### config.mk
export PLATFORM = sky130hd
export DESIGN_NAME = pc_pipe_flat
export DESIGN_NICKNAME = d
export VERILOG_FILES = /design/src/rtl/pc_pkg.sv /design/src/rtl/pc_pipe_if.sv /design/src/rtl/pc_stage_reg.sv /design/src/rtl/pc_pipe.sv /design/src/flat_wrapper.sv
export SDC_FILE = /design/constraint.sdc
export NUM_CORES = 1
export LEC_CHECK = 0
export BUFFER_PORTS_ARGS = -buffer_cell sky130_fd_sc_hd__buf_2
export CAP_MARGIN = 15
export CORE_ASPECT_RATIO = 1.75
export CORE_MARGIN = 1.5
export CORE_UTILIZATION = 54
export CTS_CLUSTER_SIZE = 28
export DETAILED_ROUTE_END_ITERATION = 10
export PLACE_DENSITY = 0.89
export SYNTH_ARGS = -nofsm -noshare
export SYNTH_HDL_FRONTEND = slang
export SYNTH_SLANG_ARGS = --single-unit
### constraint.sdc
create_clock -name clk -period 3.4 [get_ports clk]
set_clock_uncertainty 0.2 [all_clocks]
set_input_delay 0.17 -clock clk [delete_from_list [all_inputs] [get_ports clk]]
set_output_delay 0.17 -clock clk [all_outputs]
set_load 0.1 [all_outputs]
### src/rtl/pc_pkg.sv
// Shared types and defaults for the program-counter pipeline.
// Sizing defaults match the 64-bit core with 4-byte instructions.
package pc_pkg;

  localparam int PC_WIDTH = 64;
  localparam int PC_INC   = 4;

  typedef logic [PC_WIDTH-1:0] pc_t;

  typedef struct packed {
    pc_t  pc;
    logic valid;
  } stage_entry_t;

  // Returns a mask covering the address bits below the instruction alignment.
  function automatic pc_t align_mask(input int inc);
    return pc_t'(inc - 1);
  endfunction

endpackage

### src/rtl/pc_pipe_if.sv
// Control and observation bundle between next-PC logic and the PC pipeline.
// The master side drives stall/redirect; the slave side is pc_pipe.
interface pc_pipe_if #(
  parameter int WIDTH  = 64,
  parameter int STAGES = 3
);

  logic                      stall;
  logic                      redirect_valid;
  logic [WIDTH-1:0]          redirect_target;
  logic [WIDTH-1:0]          pc_out;
  logic [STAGES*WIDTH-1:0]   stage_pc;
  logic [STAGES-1:0]         stage_valid;
  logic                      misalign;

  modport master (
    output stall,
    output redirect_valid,
    output redirect_target,
    input  pc_out,
    input  stage_pc,
    input  stage_valid,
    input  misalign
  );

  modport slave (
    input  stall,
    input  redirect_valid,
    input  redirect_target,
    output pc_out,
    output stage_pc,
    output stage_valid,
    output misalign
  );

endinterface

### src/rtl/pc_stage_reg.sv
// Generic register with hold enable, synchronous clear and active-low reset.
// Priority: reset > clear > enable.
module pc_stage_reg #(
  parameter int             W       = 65,
  parameter logic [W-1:0]   RST_VAL = '0
) (
  input  logic         clk,
  input  logic         reset,
  input  logic         en,
  input  logic         clr,
  input  logic [W-1:0] d,
  output logic [W-1:0] q
);

  logic [W-1:0] q_reg;

  always_ff @(posedge clk) begin
    if (!reset) begin
      q_reg <= RST_VAL;
    end else if (clr) begin
      q_reg <= '0;
    end else if (en) begin
      q_reg <= d;
    end
  end

  assign q = q_reg;

endmodule

### src/rtl/pc_pipe.sv
// Fetch PC register plus a chain of per-stage PC/valid copies with stall
// hold, bubble insertion, redirect kill and a sticky misaligned-target flag.
module pc_pipe
  import pc_pkg::*;
#(
  parameter int               WIDTH     = PC_WIDTH,
  parameter int               INC       = PC_INC,
  parameter logic [WIDTH-1:0] RESET_VEC = '0,
  parameter int               STAGES    = 3,
  parameter int               HOLD      = 1,
  parameter int               KILL      = 1
) (
  input  logic       clk,
  input  logic       reset,
  pc_pipe_if.slave   bus
);

  localparam logic [WIDTH-1:0] ALIGN_MASK = WIDTH'(INC - 1);
  localparam logic [WIDTH-1:0] INC_W      = WIDTH'(INC);

  logic [WIDTH-1:0] pc_reg;
  logic [WIDTH-1:0] pc_next;
  logic             pc_en;
  logic             misalign_reg;
  logic             misalign_next;

  // Each stage entry is {valid, pc}; bubbles are all-zero.
  logic [STAGES-1:0][WIDTH:0] stage_q;

  always_comb begin
    pc_next = pc_reg + INC_W;
    pc_en   = !bus.stall;
    if (bus.redirect_valid) begin
      pc_next = bus.redirect_target & ~ALIGN_MASK;
      pc_en   = 1'b1;
    end
  end

  pc_stage_reg #(
    .W       (WIDTH),
    .RST_VAL (RESET_VEC)
  ) u_fetch_pc (
    .clk   (clk),
    .reset (reset),
    .en    (pc_en),
    .clr   (1'b0),
    .d     (pc_next),
    .q     (pc_reg)
  );

  genvar gi;
  generate
    for (gi = 0; gi < STAGES; gi++) begin : g_stage
      localparam bit IN_KILL = (gi < KILL);
      localparam bit IN_HOLD = (gi < HOLD);
      localparam bit IS_GAP  = (gi == HOLD);

      logic [WIDTH:0] shift_in;
      logic           en;
      logic           clr;

      if (gi == 0) begin : g_head
        assign shift_in = {1'b1, pc_reg};
      end else begin : g_tail
        assign shift_in = stage_q[gi-1];
      end

      // Redirect beats stall: killed stages bubble, the rest keep shifting.
      always_comb begin
        en  = 1'b1;
        clr = 1'b0;
        if (bus.redirect_valid) begin
          clr = IN_KILL;
        end else if (bus.stall) begin
          en  = !IN_HOLD;
          clr = IS_GAP;
        end
      end

      pc_stage_reg #(
        .W       (WIDTH + 1),
        .RST_VAL ('0)
      ) u_stage (
        .clk   (clk),
        .reset (reset),
        .en    (en),
        .clr   (clr),
        .d     (shift_in),
        .q     (stage_q[gi])
      );

      assign bus.stage_pc[gi*WIDTH +: WIDTH] = stage_q[gi][WIDTH-1:0];
      assign bus.stage_valid[gi]             = stage_q[gi][WIDTH];
    end
  endgenerate

  always_comb begin
    misalign_next = misalign_reg;
    if (bus.redirect_valid && |(bus.redirect_target & ALIGN_MASK)) begin
      misalign_next = 1'b1;
    end
  end

  always_ff @(posedge clk) begin
    if (!reset) begin
      misalign_reg <= 1'b0;
    end else begin
      misalign_reg <= misalign_next;
    end
  end

  assign bus.pc_out   = pc_reg;
  assign bus.misalign = misalign_reg;

endmodule

### src/flat_wrapper.sv
// flat-port wrapper written by rule: the top's interface ports become plain ports
module pc_pipe_flat import pc_pkg::*;
#(
  parameter int               WIDTH     = PC_WIDTH,
  parameter int               INC       = PC_INC,
  parameter logic [WIDTH-1:0] RESET_VEC = '0,
  parameter int               STAGES    = 3,
  parameter int               HOLD      = 1,
  parameter int               KILL      = 1
)
  (clk, reset, bus_stall, bus_redirect_valid, bus_redirect_target, bus_pc_out, bus_stage_pc, bus_stage_valid, bus_misalign);
  pc_pipe_if #(.WIDTH(WIDTH), .STAGES(STAGES)) bus_i ();
  input  logic clk;
  input  logic reset;
  input wire logic [$bits(bus_i.stall)-1:0] bus_stall;
  input wire logic [$bits(bus_i.redirect_valid)-1:0] bus_redirect_valid;
  input wire logic [$bits(bus_i.redirect_target)-1:0] bus_redirect_target;
  output wire logic [$bits(bus_i.pc_out)-1:0] bus_pc_out;
  output wire logic [$bits(bus_i.stage_pc)-1:0] bus_stage_pc;
  output wire logic [$bits(bus_i.stage_valid)-1:0] bus_stage_valid;
  output wire logic [$bits(bus_i.misalign)-1:0] bus_misalign;
  assign bus_i.stall = bus_stall;
  assign bus_i.redirect_valid = bus_redirect_valid;
  assign bus_i.redirect_target = bus_redirect_target;
  assign bus_pc_out = bus_i.pc_out;
  assign bus_stage_pc = bus_i.stage_pc;
  assign bus_stage_valid = bus_i.stage_valid;
  assign bus_misalign = bus_i.misalign;
  pc_pipe #(.WIDTH(WIDTH), .INC(INC), .RESET_VEC(RESET_VEC), .STAGES(STAGES), .HOLD(HOLD), .KILL(KILL)) u_core (.clk(clk), .reset(reset), .bus(bus_i));
endmodule
Word level (Yosys, flattened, before mapping)
Cells that the tools add are included.
- register bits after elaboration: 260
- input bits: 68
- word-level logic and storage cells: 19
- bitwise logic cells: 1
- reduce and logical (&&, ||, !) cells: 5
- muxes and demuxes: 7
- add/subtract/negate cells: 1
- operators by type and width (cell ; count):
    $add A64 B3 Y64 const B ; 1
    $mux W64 ; 1
    $mux W1 ; 6
    $reduce_or A2 Y1 ; 3
    $logic_and A1 B1 Y1 ; 1
    $logic_not A1 Y1 ; 1
    $not A1 Y1 ; 1

Longest topological paths before layout
- depth in word-level cells: 3
- mapped depth: 7

By module
Synthesis repeated with hierarchy kept, for this count alone.
- cell total of the unflattened synthesis: 1198
- area, all modules: 11503.5 um^2
- by module, submodules not included (module ; sequential area each (um^2) ; instances ; area each (um^2) ; cells an instance):
    pc_stage_reg (u_core.g_stage[0].u_stage ...) ; 1301.2 ; 3 ; 2354.8 ; 210
    pc_stage_reg (u_core.u_fetch_pc) ; 1281.2 ; 1 ; 2304.7 ; 207
    pc_pipe ; 20.0 ; 1 ; 2134.5 ; 361

Worst setup path after synthesis
Ideal clock, no wire load.
- path kind: register to register
- from: register u_core.u_fetch_pc.q_reg[3] (netlist: u_core.u_fetch_pc.q[3])
- to: register u_core.u_fetch_pc.q_reg[28] (netlist: u_core.u_fetch_pc.q[28])
- slack: 0.341 ns
- setup time: 0.116 ns
- arrival: 2.742 ns
- data required time: 3.084 ns
- period minus slack after synthesis: 3.059 ns
- stages on the path, launching flop included: 8
- cells stage by stage: dfxtp_1 -> ha_1 -> nand4b_1 -> nor3_2 -> clkbuf_1 -> nand4_1 -> xnor2_1 -> o211a_1
- cells in the longest elaborated chain, start to end: 2
- RTL lines (element ; line ; source):
    start, declared ; pc_stage_reg.sv:15 ; logic [W-1:0] q_reg;
    start signal, assigned ; pc_stage_reg.sv:19 ; q_reg <= RST_VAL;
    start signal, assigned ; pc_stage_reg.sv:21 ; q_reg <= '0;
    start signal, assigned ; pc_stage_reg.sv:23 ; q_reg <= d;
    $add A64 B3 Y64 ; pc_pipe.sv:31 ; pc_next = pc_reg + INC_W;
    $mux W64 ; pc_pipe.sv:33 ; if (bus.redirect_valid) begin
No other way between the ends.
A chain may end at the register's enable or synchronous reset.

Worst setup path after layout
- from: register u_core.u_fetch_pc.q_reg[3] (netlist: u_core.u_fetch_pc.q[3])
- to: register u_core.u_fetch_pc.q_reg[62] (netlist: u_core.u_fetch_pc.q[62])
Same word-level chain as after synthesis.

==> results.tsv <==
stage	metric	value	unit
placed_design	placed insts	1461	
timing	Max Slew Vio Count	0	
drt	DRC viols	0	
drt	vias per cell	5.56	
floorplanning	die width	103	µm
floorplanning	IO Count	328	
critical_path	required time of the critical path	3.58	ns
floorplanning	FP Rows	63	
timing	clock period minus worst slack	3.22	ns
placed_design	number of port buffers	319	
clock_tree	clk_lat worst skew	0.52	ns
drt	Pre-antenna DRT Iters	6	
job	max-cap viol count	0	
cells_and_area	Post-layout nets	1399	
floorplanning	Die H	178	µm
critical_path	WP data arrival	3.40	ns
drt	routed length on met3	2360	µm
floorplanning	core box area	0.0170	mm²
logic_synthesis	syn avg cell area	9.84	µm²
clock_tree	cts bufs inserted	22	
logic_synthesis	number of synthesized flops with an enable pin	0	
timing	minimum hold slack	0.00518	ns
drt	iteration-0 DRC count of the detailed router	491	
critical_path	CP Capture Type	flip-flop	
logic_synthesis	Netlist Area Pre-Place	0.00945	mm²
logic_synthesis	Netlist cell types	52	
logic_synthesis	Yosys warnings	0	
clock_tree	clock sinks	252	
timing	Setup TNS	0	ns
timing	Final Hold Viols	0	
global_route	antenna violations before repair	3	
cells_and_area	Fillers	1223	
drt	top layer in use	met4	
cells_and_area	max FFs per register	189	
cells_and_area	final std cells w/o fill	1575	
pwr	Peak supply drop	0.478	mV
pwr	PwrDens	533	mW/mm²
global_route	first-pass GRT wire length	45200	µm
drt	WL met2	16500	µm
clock_tree	CTS Root Cell	clkbuf_16	
global_route	GRT Resource Usage Total	0.321	
critical_path	worst setup path class	reg2reg	
drt	DRT antenna net count	0	
cells_and_area	P&R area growth vs syn	33.3	%
clock_tree	Clock Path Buffers	3	
timing	fin worst setup slack	0.184	ns
timing	# setup viols final	0	
placed_design	Post-DP HPWL	20700	µm
cells_and_area	share of layout cells above drive strength 1	0.291	
pwr	leakage power	5.92	nW
logic_synthesis	dominant synthesized flop cell	dfxtp_1	
floorplanning	Initial Util	0.555	
min_path	worst min-delay path category	in2reg	
timing	Final period util	0.946	
global_route	number of global-route vias before repair	8364	
timing	unrepaired setup endpoints after global routing	no	
timing	Slew @ Worst Pin	0.753	ns
drt	DR WL/cell	19.6	µm
clock_tree	clock-pin transition on the worst setup and hold timing paths	0.07	ns
outcome	status	complete, no violations	
drt	M1 WL	10400	µm
timing	relative max-transition margin	0.498	
logic_synthesis	Syn Inst Count	961	
logic_synthesis	sequential share of the synthesized area	0.534	
global_route	global route overflow	0	
logic_synthesis	Seq cells post-synth	252	
floorplanning	area of the die	0.0183	mm²
critical_path	Critical Path Start Type	flip-flop	
drt	total routed wirelength	30800	µm
placed_design	pre-CTS setup slack	0.565	ns
logic_synthesis	asr flop ratio synth	0	
placed_design	Final GP Congestion	0.972	
drt	vias	8761	
timing	fmax	0.311	GHz
critical_path	crit-path max FO	10	
clock_tree	H-tree levels	1	
global_route	largest net degree at the start of global routing	64	
clock_tree	CTS tree	built	
[through the flow]
step                      cell area [µm²]  power [W]   util
after floorplan                      9480    0.00401      -
after global placement              11200    0.00421  0.656
after detailed placement            11200    0.00422  0.656
after CTS                           12600    0.00671  0.737
after global routing                12600    0.00690  0.740
final                               12600    0.00671  0.740
[worst max-delay path, cell delays in order, from the launching register on]
cell	delay [ns]
dfxtp_1	0.44
ha_1	0.23
nand4b_1	0.25
nor3_4	0.33
buf_4	0.23
nand4_1	0.26
o21a_1	0.27
o311a_1	0.32
dlygate4sd3_1	0.56
[repair_timing]
action                                 CTS  global route
endpoints found under the hold margin   63             0
buffers inserted                         0             5
resized for setup                        0             1
setup endpoints to repair                0             2
hold buffers                            67             0
[cell type report]
type                    count  area [µm²]  share of cell area
inverters                   7        26.3             0.00208
multi-input cells         644        4140               0.328
repair buffers            403        2400               0.190
flip-flops and latches    252        5040               0.400
diodes                      3        7.51            0.000596
well taps                 227         284              0.0225
clock buffers              31         636              0.0504
clock inverters             8        71.3             0.00566
[worst paths after layout]
path,startpoint,to,slack (ns),cells after the start
worst max-delay path,u_core.u_fetch_pc.q[3],u_core.u_fetch_pc.q[62],0.18,8
worst max register to register,u_core.u_fetch_pc.q[3],u_core.u_fetch_pc.q[62],0.18,8
worst min register to register,u_core.g_stage[1].u_stage.q[59],u_core.g_stage[2].u_stage.q[59],0.25,1
worst min-delay path,reset,u_core.u_fetch_pc.q[21],0.005,3
[power breakdown]
group,leakage (nW),switching [W],internal [W]
Clock,0.349,0.00109,0.00139
Sequential,2.05,0.000121,0.00303
Combinational,3.52,0.000847,0.000235
[cells by family (layout without fill, tap and decap cells)]
kind of cell / Yosys count / in the layout / share of synthesized area
simple gates: 419 / 419 / 0.255
other cells: 1 / 11 / 0.000397
xor+xnor: 29 / 29 / 0.0269
flops: 252 / 252 / 0.534
mux: 63 / 63 / 0.0668
compound gates: 124 / 124 / 0.0826
buf+inv: 72 / 449 / 0.0337
fa+ha+maj: 1 / 1 / 0.00132
[per-layer routing]
metal  GRT usage  up-vias
met2       0.585      474
met1       0.339     4111
li1            -     4057
met4       0.170        0
met5           0        -
met3      0.0627      119
[cells in the mapped netlist, types with 2 or more instances]
| library cell | number | area [µm²] |
|---|---|---|
| nand3_1 | 36 | 180 |
| o31ai_1 | 8 | 60.1 |
| nor4_2 | 5 | 62.6 |
| o211a_1 | 15 | 150 |
| nor3_2 | 2 | 20.0 |
| nor2b_1 | 4 | 25.0 |
| and2_1 | 130 | 813 |
| clkbuf_1 | 44 | 165 |
| nor4_4 | 2 | 42.5 |
| nor3_1 | 12 | 60.1 |
| inv_1 | 7 | 26.3 |
| xor2_1 | 16 | 140 |
| a31oi_1 | 17 | 106 |
| or3_1 | 14 | 87.6 |
| or4_1 | 14 | 105 |
| mux2i_1 | 62 | 621 |
| a211oi_1 | 2 | 15.0 |
| nand4b_1 | 4 | 35.0 |
| buf_4 | 9 | 67.6 |
| buf_2 | 5 | 25.0 |
| nor3b_1 | 2 | 15.0 |
| xnor2_1 | 13 | 114 |
| o21a_1 | 4 | 30.0 |
| o311a_1 | 2 | 20.0 |
| buf_1 | 5 | 18.8 |
| nand4_2 | 2 | 25.0 |
| a21oi_1 | 17 | 85.1 |
| nand2_1 | 44 | 165 |
| nor4_1 | 5 | 31.3 |
| o21ai_0 | 52 | 260 |
| nand2b_1 | 10 | 62.6 |
| nand3_4 | 2 | 35.0 |
| nand3_2 | 2 | 20.0 |
| o211ai_1 | 4 | 30.0 |
| nand4_1 | 32 | 200 |
| nor2_1 | 85 | 319 |
| dfxtp_1 | 252 | 5040 |
| and3_1 | 4 | 25.0 |
| and4_1 | 3 | 26.3 |
[placed cells by master (no fill, tap or decap), types with 4 or more instances in the layout]
cell type and n:
a21oi_1 17, a31oi_1 17, and2_1 130, and3_1 4, buf_2 317, buf_4 19, clkbuf_1 5, clkbuf_16 23
clkinv_2 5, conb_1 8, dfxtp_1 252, dlygate4sd3_1 67, inv_1 6, mux2i_1 62, nand2_1 44, nand2b_1 9
nand3_1 36, nand4_1 32, nand4b_1 4, nor2_1 85, nor2b_1 4, nor3_1 12, nor4_1 5, nor4_2 5
o211a_1 15, o211ai_1 4, o21a_1 4, o21ai_0 52, o31ai_1 8, or3_1 14, or4_1 14, xnor2_1 13
xor2_1 16
(Power assumes the default switching activity.)
